File: src/rtl/pc_fetch_unit.sv
// Instruction fetch: keeps one imem request in flight, buffers up to two
// fetched words for decode, and squashes in-flight/buffered work on a branch redirect.
module pc_fetch_unit #(
  parameter logic [31:0] RESET_PC  = 32'h0000_0000,
  parameter int          BUF_DEPTH = 2
) (
  input  logic               clk,
  input  logic               reset_n,
  input  logic               br_valid,
  input  logic [31:0]        br_pc,
  input  logic signed [12:0] br_incr,
  output logic               imem_req,
  output logic [31:0]        imem_addr,
  input  logic               imem_gnt,
  input  logic               imem_rvalid,
  input  logic [31:0]        imem_rdata,
  output logic               if_valid,
  output logic [31:0]        if_pc,
  output logic [31:0]        if_instr,
  input  logic               id_ready
);

  typedef enum logic [1:0] {ST_RUN, ST_WAIT, ST_DRAIN} state_t;

  localparam logic [1:0] FULL_CNT = 2'(BUF_DEPTH);

  state_t      r_state;
  logic [31:0] r_pc;
  logic [31:0] r_req_pc;
  logic [31:0] r_buf_pc    [BUF_DEPTH];
  logic [31:0] r_buf_instr [BUF_DEPTH];
  logic        r_head;
  logic [1:0]  r_count;

  logic [31:0] w_target;
  logic        w_push;
  logic        w_pop;
  logic        w_fire;
  logic        w_wr_idx;

  assign w_target = (br_pc + {{19{br_incr[12]}}, br_incr}) & 32'hFFFF_FFFE;
  assign w_push   = (r_state == ST_WAIT) && imem_rvalid && !br_valid;
  assign w_pop    = if_valid && id_ready;
  assign w_fire   = imem_req && imem_gnt;
  assign w_wr_idx = r_head ^ r_count[0];

  // Gated by reset_n so the request is already low while reset is held.
  assign imem_req  = reset_n && (r_state == ST_RUN) && !br_valid && (r_count < FULL_CNT);
  assign imem_addr = r_pc;
  assign if_valid  = (r_count != 2'd0);
  assign if_pc     = r_buf_pc[r_head];
  assign if_instr  = r_buf_instr[r_head];

  always_ff @(posedge clk or negedge reset_n) begin
    if (!reset_n) begin
      r_state  <= ST_RUN;
      r_pc     <= RESET_PC;
      r_req_pc <= 32'd0;
    end else if (br_valid) begin
      r_pc <= w_target;
      // A response landing with the redirect retires the outstanding request.
      case (r_state)
        ST_WAIT, ST_DRAIN: r_state <= imem_rvalid ? ST_RUN : ST_DRAIN;
        default:           r_state <= ST_RUN;
      endcase
    end else begin
      case (r_state)
        ST_RUN: begin
          if (w_fire) begin
            r_req_pc <= r_pc;
            r_pc     <= r_pc + 32'd4;
            r_state  <= ST_WAIT;
          end
        end
        ST_WAIT, ST_DRAIN: begin
          if (imem_rvalid) r_state <= ST_RUN;
        end
        default: r_state <= ST_RUN;
      endcase
    end
  end

  always_ff @(posedge clk or negedge reset_n) begin
    if (!reset_n) begin
      r_head  <= 1'b0;
      r_count <= 2'd0;
    end else if (br_valid) begin
      r_head  <= 1'b0;
      r_count <= 2'd0;
    end else begin
      case ({w_push, w_pop})
        2'b10:   r_count <= r_count + 2'd1;
        2'b01: begin
          r_count <= r_count - 2'd1;
          r_head  <= r_head ^ 1'b1;
        end
        2'b11:   r_head  <= r_head ^ 1'b1;
        default: ;
      endcase
    end
  end

  for (genvar gi = 0; gi < BUF_DEPTH; gi++) begin : g_entry
    always_ff @(posedge clk or negedge reset_n) begin
      if (!reset_n) begin
        r_buf_pc[gi]    <= 32'd0;
        r_buf_instr[gi] <= 32'd0;
      end else if (w_push && (w_wr_idx == 1'(gi))) begin
        r_buf_pc[gi]    <= r_req_pc;
        r_buf_instr[gi] <= imem_rdata;
      end
    end
  end

endmodule

File: config.mk
export PLATFORM = sky130hd
export DESIGN_NAME = pc_fetch_unit
export DESIGN_NICKNAME = d
export VERILOG_FILES = /design/src/rtl/pc_fetch_unit.sv
export SDC_FILE = /design/constraint.sdc
export NUM_CORES = 1
export LEC_CHECK = 0
export CAP_MARGIN = 25
export CORE_MARGIN = 4
export CORE_UTILIZATION = 45
export CTS_CLUSTER_DIAMETER = 50
export DETAILED_ROUTE_END_ITERATION = 8
export GPL_TIMING_DRIVEN = 1
export MAX_ROUTING_LAYER = met4
export PLACE_DENSITY = 0.7
export SYNTH_ARGS = -nofsm -noshare
export SYNTH_HDL_FRONTEND = slang
export SYNTH_SLANG_ARGS = --single-unit
File: constraint.sdc
create_clock -name clk -period 4.12 [get_ports clk]
set_input_delay 0.824 -clock clk [delete_from_list [all_inputs] [get_ports clk]]
set_output_delay 0.824 -clock clk [all_outputs]
set_load 0.01 [all_outputs]
==> results of run 1 <==
-- registers in the layout, summed over array words and instances (netlist names) --
| name | cells |
|---|---|
| r_state | 2 |
| r_buf_instr | 64 |
| r_buf_pc | 62 |
| r_req_pc | 31 |
| r_head | 1 |
| imem_addr | 31 |
| r_count | 2 |
-- logic make-up after synthesis --
kind of cell             share of synthesized area, %
AO/OA/AOI/OAI                                    10.0
adder cells (fa/ha/maj)                          4.17
other                                          0.0361
buffers and inverters                            2.54
AND/OR/NAND/NOR                                  11.8
multiplexers                                     21.0
XOR/XNOR                                         3.96
flip-flops                                       46.5
-- area by class of cell --
class,instances,share of cell area (%)
Timing Repair Buffer,195,14.9
Clock buffer,17,3.26
Inverter,13,0.373
Sequential cell,193,37.0
Multi-Input combinational cell,695,40.6
Tap cell,285,2.73
Clock inverter,14,1.20
-- critical path: stages --
cell and delay, ns:
clkdlybuf4s50_1 0.57, ha_1 0.55, nand2_1 0.19, nor2_1 0.15
or4b_1 0.47, o22ai_2 0.22, a41oi_1 0.18, xnor2_1 0.18
a21oi_1 0.08
-- final timing paths --
| check | to | cells after the start |
|---|---|---|
| min in group asynchronous | r_req_pc[5]$_DFFE_PN0P_ | 2 |
| hold / removal | r_req_pc[22]$_DFFE_PN0P_ | 2 |
| max in group asynchronous | r_buf_instr[46]$_DFFE_PN0P_ | 3 |
| setup / recovery | imem_addr[31]$_DFFE_PN0P_ | 9 |
| hold reg to reg | r_req_pc[22]$_DFFE_PN0P_ | 2 |
| setup reg to reg | imem_addr[11]$_DFFE_PN0P_ | 10 |
-- stage by stage --
stage / cells / util, %
6_report: 1412 / 57.5
5_1_grt: 1412 / 57.5
4_1_cts: 1411 / 57.4
3_5_place_dp: 1380 / 54.9
3_3_place_gp: 1380 / 54.9
2_1_floorplan: 945 / -
-- cells in the final DEF, fill, tap and decap left out, types with 4 or more instances in the layout --
cell	netlist	routed
dfrtp_1	193	192
mux2_2	190	190
clkdlybuf4s50_1	0	176
nand2_1	131	131
a21oi_1	60	60
nor2_1	51	51
ha_1	33	33
xor2_1	28	28
o21ai_0	27	27
xnor2_1	19	19
clkbuf_16	0	17
nand4_1	16	16
nand3_1	16	16
buf_4	3	15
inv_1	13	13
and3_1	11	10
a21o_1	8	8
a211oi_1	8	8
and2_1	7	7
nand2b_1	7	7
nor3_1	5	5
inv_6	0	5
a31oi_1	4	4
-- where the power goes --
| part | total (W) | internal [W] | leakage, nW | switching, W |
|---|---|---|---|---|
| registers | 0.00256 | 0.00227 | 2.53 | 0.000286 |
| clock network | 0.00164 | 0.000904 | 0.279 | 0.000737 |
| logic | 0.00182 | 0.00103 | 3.15 | 0.000784 |
| total | 0.00602 | 0.00421 | 5.95 | 0.00181 |
-- layer usage --
metal  track usage [%]  up-vias
li1                  -     3697
met1              26.9     3673
met2              31.6      170
met3              3.43       24
met4              5.12        0
met5                 -        -
==> flow_metrics.py, run 1 <==
metrics = {
    "synth": {
        "synthFlopType": "dfrtp_1",
        "synth_common_cells": "dfrtp_1, mux2_2, nand2_1",
        "synth_seq_cells": 193,
        "synthTopCellsByArea": "dfrtp_1, mux2_2, nand2_1",
        "ys_seq_area_share_pct": 46.5,
        "synth_cell_types": 66,
        "synth_most_common_cell": "dfrtp_1",
        "synth-edff-count": 0,
        "syn_inst": 944,
        "yosysWarnings": 0,
        "synth-async-reset-ratio_pct": 100,
        "syn_area_um2": 10400,
        "yosysTopAreaCellShare_pct": 46.5,
        "synth_area_per_cell_um2": 11.0,
        "yosys.area.top_type": "dfrtp_1",
    },
    "clocking": {
        "ctsResizeCount": 0,
        "cts_hold_buffers": 0,
        "cts_tree": "done",
        "clock_latency_ns": 0.43,
        "clk_transition_reported_paths_ns": 0.07,
        "cts_buffers": 17,
        "cts.sinks": 193,
        "cts_root_buf": "clkbuf_16",
        "h-tree-depth": 4,
        "postCtsSetupRepairBufs": 0,
        "cts_buffer_depth": 2,
    },
    "setup_path": {
        "r2r-start": "r_state[1]$_DFFE_PN0P_",
        "cp.arrival_ns": 3.40,
        "worstPathRequired_ns": 4.41,
        "cp_max_fo": 8,
        "reg2reg_slack_ns": 1.77,
        "criticalPathCategory": "input pin to register",
        "startpoint": "br_incr[12]",
        "cp-end-kind": "register",
        "critPathLaunchType": "input pin",
    },
    "global_route": {
        "first_global_vias": 7870,
        "grt_max_degree": 82,
        "grt_overflow": 0,
        "antenna_found_initial": 0,
        "track_usage_pct": 20.0,
        "grt_pass1_wl_um": 40600,
    },
    "min_path": {
        "min_from": "r_req_pc[22]$_DFFE_PN0P_",
        "holdCritPathClass": "register to register",
    },
    "final_layout": {
        "n_antenna_cell": 0,
        "multi_input_area_um2": 5310,
        "fill_cells": 1961,
        "register_area_um2": 4830,
        "final_cell_area_um2": 13100,
        "fin_nets": 1232,
        "area_growth_pct": 25.8,
        "drive_above_1_share_pct": 23.7,
    },
    "timing": {
        "slew-limit-headroom_pct": 45.2,
        "hold_ws_ns": 0.496,
        "setup-tns-final_ns": 0,
        "hold_viol": 0,
        "fin_worst_skew_ns": 0.00775,
        "setup_violations": 0,
        "rsz0062_at_grt": "false",
        "period_share_pct": 75.5,
        "worstMarginPinSlew_ns": 0.821,
        "fin_ws_ns": 1.01,
        "final_max_slew_viol_count": 0,
        "fmax_mhz": 322,
        "min_period_ns": 3.11,
    },
    "routing": {
        "wl_per_cell_um": 17.4,
        "via_per_inst": 5.36,
        "postRouteAntennaNets": 0,
        "m1WireLength_um": 11900,
        "wl_met2_um": 11400,
        "top_layer": "met4",
        "wl_met3_um": 880,
        "first_pass_iters": 4,
        "drc": 0,
        "via_count": 7564,
        "wirelength_um": 24600,
        "initialDrtViolationCount": 459,
    },
    "floorplanning": {
        "fp.dieW_um": 160,
        "boundaryPins": 181,
        "start_util_pct": 45.8,
        "die_h_um": 160,
        "rows": 55,
        "core_area_um2": 22700,
        "die_area_um2": 25600,
    },
    "flow_run": {
        "maxCapViolCount": 0,
    },
    "place": {
        "place_area_um2": 12500,
        "dp_hpwl_um": 17500,
        "numPortBuffers": 178,
        "dpl_worst_slack_ns": 0.541,
        "gp_congestion": 0.878,
    },
    "power": {
        "power.density_nw_per_um2": 460,
        "vdd_drop_max_mv": 0.318,
        "finalPower_w": 0.00602,
        "leakagePower_nw": 5.95,
    },
    "run_status": {
        "status": "finished clean",
    },
}
Power figures use the tool's default switching activity.
==> inputs of run 2 (changes only) <==
--- a/config.mk
+++ b/config.mk
@@ -12,7 +12,7 @@
 export DETAILED_ROUTE_END_ITERATION = 8
 export GPL_TIMING_DRIVEN = 1
 export MAX_ROUTING_LAYER = met4
-export PLACE_DENSITY = 0.7
+export PLACE_DENSITY = 0.72
 export SYNTH_ARGS = -nofsm -noshare
 export SYNTH_HDL_FRONTEND = slang
 export SYNTH_SLANG_ARGS = --single-unit
==> constraint.sdc (replaced) <==
create_clock -name clk -period 2.5 [get_ports clk]
set_input_delay 0.5 -clock clk [delete_from_list [all_inputs] [get_ports clk]]
set_output_delay 0.5 -clock clk [all_outputs]
set_load 0.01 [all_outputs]
==> flow_metrics.py, run 2 (synthesis gave the netlist of run 1 again) <==
metrics = {
    "power": {
        "combPwrFrac_pct": 31.9,
        "switching_share_pct": 29.3,
        "vdd_drop_max_mv": 0.485,
        "p_int_w": 0.00725,
        "sequentialPowerShare_pct": 40.9,
        "pwr-share-clk_pct": 27.2,
        "p_switching_w": 0.00301,
        "leakagePower_nw": 6.93,
        "power.density_nw_per_um2": 723,
        "finalPower_w": 0.0103,
    },
    "clocking": {
        "h-tree-depth": 4,
        "cts_buffer_depth": 2,
        "cts_tree": "done",
        "clk_transition_reported_paths_ns": 0.07,
        "cts.sinks": 193,
        "cts_root_buf": "clkbuf_16",
        "cts_buffers": 17,
        "clock_latency_ns": 0.42,
    },
    "timing": {
        "min_period_ns": 2.44,
        "fin_worst_skew_ns": 0.0101,
        "worstMarginPinSlew_ns": 0.996,
        "slew-limit-headroom_pct": 33.6,
        "hold_viol": 0,
        "setup-tns-final_ns": 0,
        "final_max_slew_viol_count": 0,
        "period_share_pct": 97.6,
        "fmax_mhz": 410,
        "setup_violations": 0,
        "fin_ws_ns": 0.0612,
    },
    "global_route": {
        "track_usage_pct": 20.8,
        "grt_overflow": 0,
        "grt_pass1_wl_um": 42600,
        "grt_max_degree": 192,
        "first_global_vias": 8148,
        "antenna_found_initial": 0,
    },
    "routing": {
        "via_per_inst": 5.29,
        "postRouteAntennaNets": 0,
        "initialDrtViolationCount": 366,
        "drc": 0,
        "via_count": 8021,
        "wirelength_um": 26000,
        "wl_per_cell_um": 17.2,
        "first_pass_iters": 6,
    },
    "setup_path": {
        "critPathCapture": "if_instr[2]",
        "cp-end-kind": "output pin",
        "crit_path_cell_trace": "buf_12 > mux2_2 > clkdlybuf4s50_1",
        "critPathMaxStageDelay_ns": 0.48,
        "crit_slowest_cell": "clkdlybuf4s50_1",
        "r2r.worst_path.cells": 10,
        "startpoint": "r_head$_DFFE_PN0P_",
        "r2r-end": "imem_addr[24]$_DFFE_PN0P_",
        "r2r-start": "r_state[0]$_DFFE_PN0P_",
        "reg2reg_slack_ns": 0.32,
        "critPathLaunchType": "register",
        "criticalPathCategory": "register to output pin",
        "worstPathRequired_ns": 2.00,
        "cp_max_fo": 38,
        "cp.arrival_ns": 1.94,
    },
    "final_layout": {
        "final_cell_area_um2": 14200,
        "drive_above_1_share_pct": 32.1,
        "fin_nets": 1334,
        "fill_cells": 1849,
        "register_area_um2": 4830,
        "final_cell_mix": "dfrtp_1, mux2_2, clkdlybuf4s50_1",
        "top_regs": "r_buf_instr: 64 flops, r_buf_pc: 62 flops",
        "n_antenna_cell": 0,
        "regMostFlops": "r_buf_instr",
        "largest_reg_flops": 64,
        "final_common_cell": "dfrtp_1",
        "area_growth_pct": 36.6,
        "multi_input_area_um2": 5500,
    },
    "place": {
        "dp_hpwl_um": 18700,
        "gp_congestion": 0.894,
        "numPortBuffers": 178,
        "place_area_um2": 13300,
        "dpl_worst_slack_ns": -0.529,
    },
    "run_status": {
        "status": "finished clean",
    },
    "flow_run": {
        "maxCapViolCount": 0,
    },
    "floorplanning": {
        "rows": 55,
        "die_area_um2": 25600,
        "boundaryPins": 181,
        "die_h_um": 160,
        "core_area_um2": 22700,
        "start_util_pct": 45.8,
        "fp.dieW_um": 160,
    },
    "min_path": {
        "holdCritPathClass": "input pin to async pin",
    },
}
## run 2: how the worst min path moves through the flow
stage                             endpoint
6_report          r_buf_pc[42]$_DFFE_PN0P_
5_1_grt             r_count[0]$_DFFE_PN0P_
4_1_cts           r_buf_pc[10]$_DFFE_PN0P_
3_5_place_dp   r_buf_instr[30]$_DFFE_PN0P_
3_3_place_gp   r_buf_instr[30]$_DFFE_PN0P_
2_1_floorplan    imem_addr[10]$_DFFE_PN0P_
## run 2: what timing repair did
| item | CTS | global route |
|---|---|---|
| pin swaps | 6 | 23 |
| hold buffers | 1 | 0 |
| setup endpoints to repair | 11 | 47 |
| resized for setup | 10 | 63 |
| endpoints found under the hold margin | 2 | 0 |
| gates cloned | 0 | 0 |
| buffers inserted | 1 | 1 |
## run 2: power groups by stage
stage / clock network (W) / registers (W) / logic (W)
after global placement: 0 / 0.00420 / 0.00321
after floorplan: 0 / 0.00416 / 0.00161
after detailed placement: 0 / 0.00424 / 0.00325
after CTS: 0.00287 / 0.00419 / 0.00329
after global routing: 0.00301 / 0.00429 / 0.00357
final: 0.00279 / 0.00419 / 0.00328
## run 2: layout make-up
class	count	share of cell area [%]
well taps	285	2.51
clock buffers	21	3.24
multi-input cells	695	38.8
inverters	13	0.344
flip-flops and latches	193	34.0
repair buffers	297	20.1
clock inverters	11	1.05
## run 2: critical path, delay by kind of cell (launching register included)
| kind | cells | cell delay, ns |
|---|---|---|
| muxes | 1 | 0.37 |
| DFF | 1 | 0.41 |
| buffers and inverters | 2 | 0.72 |
## run 2: layer usage
layer	GRT usage, %	vias up	part of all wire [%]
met5	-	-	0
met3	3.51	15	4.5
met2	33.6	208	49
li1	-	3900	-
met1	27.9	3898	46
met4	4.58	0	0.88
## run 2: per-stage QoR
| step | util (%) | cells | hold slack, ns |
|---|---|---|---|
| after floorplan | - | 945 | 0.204 |
| after global placement | 58.4 | 1480 | 0.322 |
| after detailed placement | 58.4 | 1480 | 0.322 |
| after CTS | 61.4 | 1514 | 0.414 |
| after global routing | 62.5 | 1515 | 0.444 |
| final | 62.5 | 1515 | 0.344 |
==> inputs of run 3 (changes only) <==
--- a/config.mk
+++ b/config.mk
@@ -12,7 +12,7 @@
 export DETAILED_ROUTE_END_ITERATION = 8
 export GPL_TIMING_DRIVEN = 1
 export MAX_ROUTING_LAYER = met4
-export PLACE_DENSITY = 0.72
+export PLACE_DENSITY = 0.81
 export SYNTH_ARGS = -nofsm -noshare
 export SYNTH_HDL_FRONTEND = slang
 export SYNTH_SLANG_ARGS = --single-unit
==> flow_metrics.py, run 3 (synthesis gave the netlist of run 1 again) <==
metrics = {
    "setup_path": {
        "crit_family": "buffers and inverters",
        "crit_path_cell_trace": "buf_12 > mux2_2 > clkdlybuf4s50_1",
        "criticalPathCategory": "register to output pin",
        "cp_max_fo": 17,
        "cp-end-kind": "output pin",
        "cp.arrival_ns": 1.97,
        "startpoint": "r_head$_DFFE_PN0P_",
        "r2r-start": "r_state[1]$_DFFE_PN0P_",
        "critPathLaunchType": "register",
        "critPathCapture": "if_pc[29]",
        "crit_cells": 3,
        "r2r.worst_path.cells": 8,
        "path_buf_inv": 2,
        "r2r-end": "imem_addr[16]$_DFFE_PN0P_",
        "reg2reg_slack_ns": 0.33,
        "crit_slowest_cell": "clkdlybuf4s50_1",
        "worstPathRequired_ns": 2.00,
        "critPathMaxStageDelay_ns": 0.53,
    },
    "clocking": {
        "clk_transition_reported_paths_ns": 0.07,
        "h-tree-depth": 4,
        "cts_buffer_depth": 2,
        "cts_buffers": 17,
        "cts_root_buf": "clkbuf_16",
        "cts_tree": "done",
        "cts.sinks": 193,
        "clock_latency_ns": 0.43,
    },
    "routing": {
        "via_count": 8188,
        "first_pass_iters": 4,
        "top_layer": "met4",
        "wirelength_um": 26700,
        "drc": 0,
        "wl_met2_um": 13100,
        "postRouteAntennaNets": 0,
        "initialDrtViolationCount": 395,
        "wl_per_cell_um": 17.6,
        "via_per_inst": 5.40,
        "m1WireLength_um": 12000,
        "wl_met3_um": 1190,
    },
    "final_layout": {
        "fin_util_pct": 61.9,
        "area_growth_pct": 35.2,
        "top_regs": "r_buf_instr: 64 flops, r_buf_pc: 62 flops",
        "final_common_cell": "dfrtp_1",
        "final_cells": 1516,
        "regMostFlops": "r_buf_instr",
        "largest_reg_flops": 64,
        "final_cell_mix": "dfrtp_1, mux2_2, nand2_1",
        "drive_above_1_share_pct": 31.3,
        "fin_nets": 1333,
    },
    "global_route": {
        "grt_max_degree": 190,
        "grt_overflow": 0,
        "track_usage_pct": 20.9,
        "antenna_found_initial": 2,
        "first_global_vias": 8333,
        "grt_pass1_wl_um": 42700,
    },
    "timing": {
        "setup_violations": 0,
        "final_max_slew_viol_count": 0,
        "slew-limit-headroom_pct": 33.9,
        "period_share_pct": 98.9,
        "hold_ws_ns": 0.342,
        "setup-tns-final_ns": 0,
        "min_period_ns": 2.47,
        "fin_worst_skew_ns": 0.00838,
        "fmax_mhz": 405,
        "worstMarginPinSlew_ns": 0.992,
        "rsz0062_at_grt": "true",
        "hold_viol": 0,
    },
    "power": {
        "switching_share_pct": 30.4,
        "p_switching_w": 0.00309,
        "p_int_w": 0.00706,
        "leakagePower_nw": 7.05,
        "finalPower_w": 0.0101,
        "sequentialPowerShare_pct": 41.5,
        "power.density_nw_per_um2": 722,
        "vdd_drop_max_mv": 0.540,
        "pwr-share-clk_pct": 27.3,
        "combPwrFrac_pct": 31.2,
    },
    "min_path": {
        "holdCritPathClass": "input pin to async pin",
    },
    "place": {
        "numPortBuffers": 178,
        "place_inst": 1478,
        "gp_congestion": 0.899,
        "dp_hpwl_um": 18900,
    },
    "floorplanning": {
        "fp.dieW_um": 160,
        "die_area_um2": 25600,
        "rows": 55,
        "core_area_um2": 22700,
        "die_h_um": 160,
        "start_util_pct": 45.8,
        "boundaryPins": 181,
    },
    "flow_run": {
        "maxCapViolCount": 0,
    },
    "run_status": {
        "status": "finished clean",
    },
}
-- run 3: how the worst min path moves through the flow --
stage                                  endpoint      from  slack [ns]  depth (start not counted)
finish                 r_req_pc[11]$_DFFE_PN0P_   reset_n        0.34                          2
global route             r_count[0]$_DFFE_PN0P_  br_valid        0.35                          2
CTS                          r_head$_DFFE_PN0P_  br_valid        0.32                          2
detailed placement  r_buf_instr[29]$_DFFE_PN0P_   reset_n        0.33                          1
global placement    r_buf_instr[29]$_DFFE_PN0P_   reset_n        0.33                          1
floorplan             imem_addr[10]$_DFFE_PN0P_   reset_n        0.20                          0
-- run 3: layout make-up --
type,count,area (µm²)
clock inverter,12,146
timing repair buffer,296,2800
sequential,193,4830
fill,1816,8660
multi-input combinational,695,5400
clock buffer,20,457
tap,285,357
inverter,13,48.8
antenna,2,5.00
-- run 3: what timing repair did --
item,4_1_cts,5_1_grt
pin swaps,6,11
endpoints found under the setup margin,30,60
hold buffers,1,0
gates resized for setup,31,47
hold endpoints to repair,4,0
setup buffers,1,0
cloned,0,2
-- run 3: stage by stage --
stage | instance area [µm²] | setup WS, ns
global placement | 13200 | -0.475
CTS | 13900 | -0.0229
detailed placement | 13200 | -0.550
global route | 14000 | -0.0194
finish | 14000 | 0.0284
floorplan | 10400 | 0.156
-- run 3: routing by layer --
| layer | vias to the layer above | global-route usage, % |
|---|---|---|
| li1 | 3901 | - |
| met1 | 4023 | 26.9 |
| met2 | 228 | 34.1 |
| met3 | 36 | 3.56 |
| met4 | 0 | 6.77 |
| met5 | - | - |
-- run 3: power groups by stage --
stage | registers [W] | clock network [W] | logic [W]
after global placement | 0.00420 | 0 | 0.00318
after detailed placement | 0.00425 | 0 | 0.00324
after CTS | 0.00420 | 0.00283 | 0.00322
after global routing | 0.00429 | 0.00296 | 0.00345
after floorplan | 0.00416 | 0 | 0.00161
final | 0.00421 | 0.00277 | 0.00317
